**config.mk**
```make
export PLATFORM = sky130hd
export DESIGN_NAME = multicycle_control_fsm
export DESIGN_NICKNAME = d
export VERILOG_FILES = /design/src/rtl/riscv_pkg.sv /design/src/rtl/opcode_classifier.sv /design/src/rtl/multicycle_control_fsm.sv
export SDC_FILE = /design/constraint.sdc
export NUM_CORES = 1
export LEC_CHECK = 0
export ABC_AREA = 1
export CAP_MARGIN = 30
export CORE_ASPECT_RATIO = 0.9
export CORE_UTILIZATION = 55
export CTS_CLUSTER_SIZE = 40
export DETAILED_ROUTE_END_ITERATION = 7
export HOLD_SLACK_MARGIN = 0.08
export PLACE_DENSITY = 0.82
export SYNTH_ARGS = -nofsm -noshare
export SYNTH_HDL_FRONTEND = slang
export SYNTH_HIERARCHICAL = 1
export SYNTH_SLANG_ARGS = --single-unit
```
**constraint.sdc**
```tcl
create_clock -name clk -period 4.1 [get_ports clk]
set_input_delay 1.025 -clock clk [delete_from_list [all_inputs] [get_ports clk]]
set_output_delay 1.025 -clock clk [all_outputs]
set_load 0.02 [all_outputs]
```
**src/rtl/riscv_pkg.sv**
```systemverilog
// Shared RV32I control-path types: FSM states, opcode classes, opcode and ALUOp encodings.
package riscv_pkg;

    localparam int RV_OPCODE_W = 7;

    localparam logic [RV_OPCODE_W-1:0] OPC_R      = 7'b0110011;
    localparam logic [RV_OPCODE_W-1:0] OPC_I      = 7'b0010011;
    localparam logic [RV_OPCODE_W-1:0] OPC_LOAD   = 7'b0000011;
    localparam logic [RV_OPCODE_W-1:0] OPC_STORE  = 7'b0100011;
    localparam logic [RV_OPCODE_W-1:0] OPC_BRANCH = 7'b1100011;
    localparam logic [RV_OPCODE_W-1:0] OPC_JALR   = 7'b1100111;
    localparam logic [RV_OPCODE_W-1:0] OPC_JAL    = 7'b1101111;
    localparam logic [RV_OPCODE_W-1:0] OPC_LUI    = 7'b0110111;
    localparam logic [RV_OPCODE_W-1:0] OPC_AUIPC  = 7'b0010111;

    localparam logic [2:0] ALUOP_I      = 3'b000;
    localparam logic [2:0] ALUOP_STORE  = 3'b001;
    localparam logic [2:0] ALUOP_UPPER  = 3'b010;
    localparam logic [2:0] ALUOP_BRANCH = 3'b011;
    localparam logic [2:0] ALUOP_JAL    = 3'b100;
    localparam logic [2:0] ALUOP_R      = 3'b101;
    localparam logic [2:0] ALUOP_LOAD   = 3'b110;
    localparam logic [2:0] ALUOP_JALR   = 3'b111;

    typedef enum logic [2:0] {
        FETCH  = 3'd0,
        DECODE = 3'd1,
        EXEC   = 3'd2,
        MEM    = 3'd3,
        WB     = 3'd4,
        TRAP   = 3'd5
    } mc_state_t;

    typedef enum logic [3:0] {
        OP_R, OP_I, OP_LOAD, OP_STORE, OP_BRANCH,
        OP_JALR, OP_JAL, OP_LUI, OP_AUIPC, OP_ILLEGAL
    } opclass_t;

    typedef struct packed {
        logic       jump_reg;
        logic       jump;
        logic       reg_src1;
        logic       reg_src2;
        logic       upper_imm;
        logic       mem_to_reg;
        logic       ret_addr;
        logic [2:0] alu_op;
    } ctrl_t;

endpackage

```
**src/rtl/opcode_classifier.sv**
```systemverilog
// Combinational opcode decode into an opcode class and the level-control bundle.
module opcode_classifier
    import riscv_pkg::*;
(
    input  logic [RV_OPCODE_W-1:0] opcode,
    output opclass_t               op_class,
    output ctrl_t                  ctrl
);

    always_comb begin
        op_class = OP_ILLEGAL;
        ctrl     = '0;
        case (opcode)
            OPC_R: begin
                op_class      = OP_R;
                ctrl.reg_src1 = 1'b1;
                ctrl.reg_src2 = 1'b1;
                ctrl.alu_op   = ALUOP_R;
            end
            OPC_I: begin
                op_class      = OP_I;
                ctrl.reg_src1 = 1'b1;
                ctrl.alu_op   = ALUOP_I;
            end
            OPC_LOAD: begin
                op_class        = OP_LOAD;
                ctrl.reg_src1   = 1'b1;
                ctrl.mem_to_reg = 1'b1;
                ctrl.alu_op     = ALUOP_LOAD;
            end
            OPC_STORE: begin
                op_class      = OP_STORE;
                ctrl.reg_src1 = 1'b1;
                ctrl.alu_op   = ALUOP_STORE;
            end
            OPC_BRANCH: begin
                op_class      = OP_BRANCH;
                ctrl.reg_src1 = 1'b1;
                ctrl.reg_src2 = 1'b1;
                ctrl.alu_op   = ALUOP_BRANCH;
            end
            OPC_JALR: begin
                op_class      = OP_JALR;
                ctrl.jump_reg = 1'b1;
                ctrl.ret_addr = 1'b1;
                ctrl.alu_op   = ALUOP_JALR;
            end
            OPC_JAL: begin
                op_class      = OP_JAL;
                ctrl.jump     = 1'b1;
                ctrl.ret_addr = 1'b1;
                ctrl.alu_op   = ALUOP_JAL;
            end
            OPC_LUI: begin
                op_class       = OP_LUI;
                ctrl.upper_imm = 1'b1;
                ctrl.alu_op    = ALUOP_UPPER;
            end
            OPC_AUIPC: begin
                op_class    = OP_AUIPC;
                ctrl.alu_op = ALUOP_UPPER;
            end
            // Anything unrecognised is trapped rather than executed as garbage.
            default: begin
                op_class = OP_ILLEGAL;
                ctrl     = '0;
            end
        endcase
    end

endmodule

```
**src/rtl/multicycle_control_fsm.sv**
```systemverilog
// Multicycle RV32I control FSM with memory handshake, illegal/timeout traps and retire counter.
module multicycle_control_fsm
    import riscv_pkg::*;
#(
    parameter int OPCODE_SIZE = RV_OPCODE_W,
    parameter int MEM_TIMEOUT = 15,
    parameter int CNT_W       = 32
) (
    input  logic                   clk,
    input  logic                   rst,
    input  logic [OPCODE_SIZE-1:0] Opcode,
    input  logic                   mem_ready,
    output logic                   PCWrite,
    output logic                   IRWrite,
    output logic                   MemRead,
    output logic                   MemWrite,
    output logic                   RegWrite,
    output logic                   JumpReg,
    output logic                   Jump,
    output logic                   Branch,
    output logic                   RegSrc1,
    output logic                   RegSrc2,
    output logic                   UpperImm,
    output logic                   MemToReg,
    output logic                   RetAddr,
    output logic [2:0]             ALUOp,
    output logic                   illegal,
    output logic                   bus_timeout,
    output logic [CNT_W-1:0]       retired,
    output logic [2:0]             state
);

    localparam int WD_W = $clog2(MEM_TIMEOUT + 2);

    mc_state_t        state_q, state_d;
    opclass_t         class_q, class_d;
    ctrl_t            ctrl_q, ctrl_d;
    logic             illegal_q, illegal_d;
    logic             bus_timeout_q, bus_timeout_d;
    logic [CNT_W-1:0] retired_q, retired_d;
    logic [WD_W-1:0]  wd_cnt_q, wd_cnt_d;

    opclass_t dec_class;
    ctrl_t    dec_ctrl;
    logic     wait_cyc;
    logic     wd_expire;
    logic     retire;

    opcode_classifier u_classifier (
        .opcode   (Opcode[RV_OPCODE_W-1:0]),
        .op_class (dec_class),
        .ctrl     (dec_ctrl)
    );

    always_ff @(posedge clk) begin
        if (rst) begin
            state_q       <= FETCH;
            class_q       <= OP_ILLEGAL;
            ctrl_q        <= '0;
            illegal_q     <= 1'b0;
            bus_timeout_q <= 1'b0;
            retired_q     <= '0;
            wd_cnt_q      <= '0;
        end else begin
            state_q       <= state_d;
            class_q       <= class_d;
            ctrl_q        <= ctrl_d;
            illegal_q     <= illegal_d;
            bus_timeout_q <= bus_timeout_d;
            retired_q     <= retired_d;
            wd_cnt_q      <= wd_cnt_d;
        end
    end

    always_comb begin
        state_d       = state_q;
        class_d       = class_q;
        ctrl_d        = ctrl_q;
        illegal_d     = illegal_q;
        bus_timeout_d = bus_timeout_q;
        retire        = 1'b0;
        wait_cyc      = ((state_q == FETCH) || (state_q == MEM)) && !mem_ready;
        // Expiry is judged on the wait cycle that would bring the count to MEM_TIMEOUT.
        wd_expire     = (MEM_TIMEOUT != 0) && wait_cyc
                        && (int'(wd_cnt_q) == MEM_TIMEOUT - 1);

        case (state_q)
            FETCH: begin
                if (mem_ready) state_d = DECODE;
            end
            DECODE: begin
                class_d = dec_class;
                ctrl_d  = dec_ctrl;
                if (dec_class == OP_ILLEGAL) begin
                    state_d   = TRAP;
                    illegal_d = 1'b1;
                end else begin
                    state_d = EXEC;
                end
            end
            EXEC: begin
                case (class_q)
                    OP_BRANCH: begin
                        retire  = 1'b1;
                        state_d = FETCH;
                    end
                    OP_LOAD, OP_STORE: state_d = MEM;
                    default:           state_d = WB;
                endcase
            end
            MEM: begin
                if (mem_ready) begin
                    if (class_q == OP_STORE) begin
                        retire  = 1'b1;
                        state_d = FETCH;
                    end else begin
                        state_d = WB;
                    end
                end
            end
            WB: begin
                retire  = 1'b1;
                state_d = FETCH;
            end
            default: state_d = TRAP;
        endcase

        if (wd_expire) begin
            state_d       = TRAP;
            bus_timeout_d = 1'b1;
        end

        wd_cnt_d  = (wait_cyc && !wd_expire && (MEM_TIMEOUT != 0)) ? wd_cnt_q + 1'b1 : '0;
        retired_d = retire ? retired_q + 1'b1 : retired_q;
    end

    always_comb begin
        PCWrite  = 1'b0;
        IRWrite  = 1'b0;
        MemRead  = 1'b0;
        MemWrite = 1'b0;
        RegWrite = 1'b0;
        Branch   = 1'b0;
        case (state_q)
            FETCH: begin
                MemRead = 1'b1;
                IRWrite = mem_ready;
                PCWrite = mem_ready;
            end
            EXEC: begin
                Branch  = (class_q == OP_BRANCH);
                PCWrite = (class_q == OP_JAL) || (class_q == OP_JALR);
            end
            MEM: begin
                MemRead  = (class_q == OP_LOAD);
                MemWrite = (class_q == OP_STORE);
            end
            WB:      RegWrite = 1'b1;
            default: ;
        endcase
    end

    assign JumpReg     = ctrl_q.jump_reg;
    assign Jump        = ctrl_q.jump;
    assign RegSrc1     = ctrl_q.reg_src1;
    assign RegSrc2     = ctrl_q.reg_src2;
    assign UpperImm    = ctrl_q.upper_imm;
    assign MemToReg    = ctrl_q.mem_to_reg;
    assign RetAddr     = ctrl_q.ret_addr;
    assign ALUOp       = ctrl_q.alu_op;
    assign illegal     = illegal_q;
    assign bus_timeout = bus_timeout_q;
    assign retired     = retired_q;
    assign state       = state_q;

endmodule

```
==> flow_summary_export.csv <==
group,metric,value,unit
setup_path,critPathKind,"input port to output pin",
routing,ant_nets,0,
pwr,power_leakage,1.606,nW
timing,finalClockSkew,0.005244,ns
place,post-place-ws,0.6200,ns
setup_path,crit_path_frequent_cell,"clkdlybuf4s50_1",
logic_synthesis,dominantRegCellSynth,"dfxtp_1",
setup_path,crit_arrival,2.46,ns
clock_network,cts_tree,"yes",
timing,max_clock_freq,286.6,MHz
timing,worstMarginPinSlew,0.6480,ns
timing,period_minus_slack,3.490,ns
cells_and_area,syn_to_final_growth,23.81,%
min_path,hold_class,"flop to flop",
logic_synthesis,synth-edff-count,0,
floorplanning,die_width,81.88,um
floorplanning,start_util,0.5870,
timing,rsz0062_at_grt,"no",
logic_synthesis,synth.largest_area_cell,"dfxtp_1",
setup_path,end_kind,"output pin",
floorplanning,rows,25,
global_route,grt_pass1_wl,12.74,mm
setup_path,worst_path_max_delay_cell,"clkdlybuf4s50_1",
outcome,status,"finished, final reports clean",
routing,drt_iter0_drc,153,
global_route,grt_max_degree,58,
logic_synthesis,yosys.cell_count.top_type,"nand2_1",
global_route,grt.overflow.total,0,
setup_path,r2r_start,"retired[0]",
floorplanning,core,0.005380,mm2
setup_path,cp-start-kind,"input port",
setup_path,crit_buf_inv,3,
logic_synthesis,synth_nets,507,
setup_path,required,3.07,ns
timing,hold_viol,0,
clock_network,clk_pin_slew,0.10,ns
logic_synthesis,yosysWarnings,6,
setup_path,ff2ff_setup_slack,2.24,ns
clock_network,post_cts_buffers,0,
timing,drv_slew,0,
logic_synthesis,synth_seq_cells,56,
clock_network,holdBufCountCts,0,
logic_synthesis,synth_area,0.003158,mm2
logic_synthesis,synthArstFlopShare,0,
place,io_buffers,62,
clock_network,clock_sinks,56,
cells_and_area,fill_cells,468,
logic_synthesis,netlist_instances,494,
routing,vias,3322,
setup_path,r2r_end,"retired[28]",
timing,timing.setup.tns,0,ns
routing,wirelength,7.529,mm
clock_network,clock_latency,0.31,ns
logic_synthesis,synth.avg_cell_area,6.393,um2
clock_network,htree_levels,2,
global_route,grtUsageTotal,0.2683,
global_route,grt_pass1_vias,2965,
setup_path,max_stage_delay,0.64,ns
setup_path,crit_family,"buffers and inverters",
place,gp_congestion,0.9142,
timing,max-slew-margin-rel,0.5666,
global_route,antenna_found_initial,0,
setup_path,r2r.worst_path.cells,8,
cells_and_area,antenna_cells,0,
timing,worst_slack,0.6105,ns
min_path,whs_path_depth,2,
routing,viasPerCell,5.349,
min_path,min_from,"illegal",
setup_path,cp.depth,4,
setup_path,cp_max_fo,6,
place,dp_hpwl,5.562,mm
cells_and_area,num-nets-final,566,
logic_synthesis,synth.distinct_cells,36,
setup_path,path_cells,"clkdlybuf4s50_1 -> inv_1 -> o22ai_1 -> clkdlybuf4s50_1",
clock_network,ctsLongestPathBuffers,2,
logic_synthesis,ys_top_cells_by_count,"111 x nand2_1, 100 x nor2_1, 56 x dfxtp_1, 52 x inv_1, 43 x nand3_1",
logic_synthesis,seq_area_frac_synth,0.3550,
flow_run,cap_violations,0,
pwr,power_density,321.2,mW/mm2
timing,setup_viol,0,
routing,wl_per_cell,12.12,um
routing,drc,0,
floorplanning,dieHeight,73.89,um
clock_network,clockRootBuffer,"clkbuf_8",
min_path,worstHoldEndpoint,"illegal",
floorplanning,ios,63,
pwr,peakVddDrop,0.0002129,V
routing,dr.pass1.iters,5,
logic_synthesis,synth.area.top_cells,"dfxtp_1 35%, nand2_1 13%, nor2_1 12%",
timing,period_share,0.8511,
cells_and_area,fin_util,0.7267,
cells_and_area,drive_above_1_share,0.06679,
logic_synthesis,synth_top_area_frac,0.3550,
clock_network,cts-resized-gates,0,
floorplanning,die_area,0.006049,mm2
timing,fin_hold_ws,0.4639,ns
clock_network,cts_made_buffers,5,
## through the flow
step,power (mW),area (um2),cells
after CTS,1.262,3910,621
final,1.256,3910,621
after floorplan,0.8315,3158,494
after global routing,1.323,3910,621
after detailed placement,0.9503,3817,613
after global placement,0.9429,3817,613
## how the worst max path moves through the flow
stage,slack [ns],start,endpoint
6_report,0.61,mem_ready,PCWrite
5_1_grt,0.54,mem_ready,PCWrite
4_1_cts,0.61,mem_ready,PCWrite
3_5_place_dp,0.62,mem_ready,PCWrite
3_3_place_gp,0.68,mem_ready,PCWrite
2_1_floorplan,1.60,mem_ready,PCWrite
## metal layers
metal	share of wire	wire length (um)	GRT usage
met1	0.48	3615	0.3467
met2	0.45	3372	0.4527
met3	0.053	397	0.04596
met4	0.019	143	0.08187
met5	0	0	0
## registers in the layout, summed over array words and instances (netlist names)
name and cells:
retired 32, illegal 1, UpperImm 1, bus_timeout 1, RetAddr 1, state 3, RegSrc1 1, JumpReg 1
Jump 1, RegSrc2 1, wd_cnt_q 5, class_q 4, MemToReg 1, ALUOp 3
## report_power, final
part	total (mW)	internal, mW	switching, mW
logic	0.327	0.124	0.203
clock network	0.317	0.136	0.182
registers	0.612	0.584	0.0281
total	1.26	0.843	0.413
## cell families after synthesis
logic type	after synthesis	share of synthesized area
AO/OA/AOI/OAI	61	0.1054
AND/OR/NAND/NOR	295	0.4168
adder cells (fa/ha/maj)	3	0.01189
flip-flops	56	0.3550
buffers and inverters	73	0.09430
XOR/XNOR	6	0.01664
## area by class of cell
| cell class | count | area (um2) | area share |
|---|---|---|---|
| Multi-Input combinational cell | 365 | 1744 | 0.4461 |
| Sequential cell | 56 | 1121 | 0.2867 |
| Timing Repair Buffer | 65 | 643.1 | 0.1645 |
| Inverter | 60 | 225.2 | 0.05760 |
| Tap cell | 67 | 83.83 | 0.02144 |
| Clock buffer | 6 | 82.58 | 0.02112 |
| Clock inverter | 2 | 10.01 | 0.002560 |
## tightest hold or removal path, stage by stage (launching register included)
cell     delay, ns
dfxtp_1       0.32
inv_1         0.05
a21oi_1       0.05
## placed cells by master (no fill, tap or decap), types with 2 or more instances in the layout
cell type	Yosys	routed
nand2_1	111	111
nor2_1	100	100
clkdlybuf4s50_1	0	62
dfxtp_1	56	56
inv_1	52	52
nand3_1	43	42
a21oi_1	27	27
o21ai_0	22	22
nand4_1	13	13
nor3_1	9	9
inv_2	6	6
clkbuf_8	0	6
nand2_2	4	4
nor2_2	4	4
a31oi_1	3	3
nor2_4	3	3
xor2_1	3	3
xnor2_1	3	3
ha_1	3	3
buf_4	3	3
o22ai_1	2	2
nand3_2	1	2
clkinv_1	2	2
a21o_1	2	2
clkinv_2	0	2
o21ai_2	2	2
No activity file was read; power rests on OpenSTA's default activity.
==> edit, RTL diff (same flow settings) <==
Put one more register stage on the output `retired`. The value now appears one clock later. The other outputs are not delayed to match.
--- a/src/rtl/multicycle_control_fsm.sv
+++ b/src/rtl/multicycle_control_fsm.sv
@@ -172,3 +172,5 @@
     assign bus_timeout = bus_timeout_q;
-    assign retired     = retired_q;
+    always_ff @(posedge clk) begin
+        retired <= retired_q;
+    end
     assign state       = state_q;
Check against the original RTL: not equivalent (a bounded check fails within 4 cycles, from zero or initial values and one cycle with rst high).
==> edit against the original RTL <==
  * Area after synthesis increased by 25%
  * Setup slack improved by 18 ps
  * Final area increased by 23%
  * Wire length increased by 15%
  * Power increased by 47%
  * Hold slack got worse by 72 ps
  * Non-clock buffer count decreased by 1
  * Clock power increased by 84%
  * Die area increased by 24%
  * Sequential cell count increased by 32
  * Highest routed layer unchanged
==> edit: results (changes against the original RTL) <==
Setup WS pre-CTS=641 ps (+20.5 ps); synth unique cells=38 (+5.6%); CP max FO=4 (-2); Main synth FF type=dfxtp_1; Final #Nets=640 (+13%); initial antenna violation count=0 (unchanged); Skew-Pair Late Insertion Delay=350 ps (+40 ps); total iterations of the first detailed-routing run=5 (unchanged); fraction of registers with async set/reset=0% (unchanged); n_diodes=0 (unchanged); Ys Warns=6 (unchanged); vias in the first global route=3350 (+13%); sequential share of the synthesized area=44.8% (+9.3 points); Clock transition at path regs=80 ps (-20 ps); Max Buffers Root-to-Sink=2 (unchanged); status=finished clean; Max IR drop VDD=0.314 mV (+48%); crit-path max cell delay=590 ps (-50 ps); DP Wirelength=6210 um (+12%); worst-case clock skew=8.59 ps (+3.35 ps); hold crit path type=flop to flop; slowest stage cell, crit path=clkdlybuf4s50_1; GRT Total Usage=24.2% (-2.6 points); routability cong.=0.961 (+5.1%); DR iter-0 viols=249 (+63%); CTS buffer count=9 (+4); Max-slew headroom=36.3% (-20 points); Clk Tree Root Cell=clkbuf_8; # DRC=0 (unchanged); syn nets=578 (+14%); Largest regs=retired (32), retired_q (32), wd_cnt_q (5); H-tree levels=3 (+1); share of cells above drive strength 1=8.24% (+1.6 points); ranking of synthesized cells by area=dfxtp_1 45%, nand2_1 15%, nor2_1 10%, nand3_1 5.5%, inv_1 4.6%; Routed WL=8700 um (+15%); PostCTS Resize Cnt=0 (unchanged); first-pass GRT wire length=14500 um (+14%); Port Buffer Count=62 (unchanged); Post-synth top cells=154 x nand2_1, 109 x nor2_1, 88 x dfxtp_1, 48 x inv_1, 43 x nand3_1; largest net degree at the start of global routing=52 (-10%); total number of vias=3727 (+12%); postcts setup bufs=0 (unchanged); P_leak=1.90 nW (+18%); CP arrival=roughly 2500 ps
==> edit: final timing paths <==
kind                               startpoint     endpoint  slack, ps  depth (start not counted)
worst min-delay path            retired_q[31]  retired[31]        390                          0
worst min register to register  retired_q[31]  retired[31]        390                          0
worst max register to register       state[0]   class_q[2]       2180                          5
worst max-delay path                mem_ready      PCWrite        630                          5
==> edit: final cells by class <==
class / instances / area (um^2)
fillers: 551 / 1960
multi-input cells: 404 / 1880
clock inverters: 6 / 67.6
inverters: 60 / 225
repair buffers: 64 / 636
flip-flops and latches: 88 / 1760
clock buffers: 9 / 124
well taps: 90 / 113
==> edit: layer usage <==
layer | vias up | GRT usage (%) | part of all wire (%)
met5 | - | 0 | 0
met4 | 0 | 7.94 | 1.0
met3 | 16 | 7.23 | 7.6
met2 | 136 | 42.4 | 47
met1 | 1669 | 28.9 | 44
li1 | 1906 | - | -
==> edit: power breakdown <==
group | internal [mW] | total [mW] | switching (mW) | leakage, nW
registers | 0.897 | 0.932 | 0.0348 | 0.712
clock network | 0.281 | 0.584 | 0.303 | 0.0921
logic | 0.124 | 0.331 | 0.207 | 1.10
==> edit: cells by family after synthesis <==
logic type | after synthesis | share of synthesized area [%]
AND/OR/NAND/NOR | 345 | 38.6
flip-flops | 88 | 44.8
buffers and inverters | 73 | 7.50
AO/OA/AOI/OAI | 50 | 6.83
XOR/XNOR | 6 | 1.34
adder cells (fa/ha/maj) | 3 | 0.954
==> edit: stage by stage <==
step	utilization, %	hold slack, ps	cells	cell area (um^2)
floorplan	-	364	565	3940
global placement	68.2	370	706	4610
detailed placement	68.2	378	706	4610
CTS	71.1	388	721	4810
global route	71.1	401	721	4810
finish	71.1	392	721	4810
==> edit: worst max-delay path, delay by kind of cell <==
family | cells | cell delay, ps
compound gates | 1 | 120
buf+inv | 3 | 1130
simple gates | 1 | 160
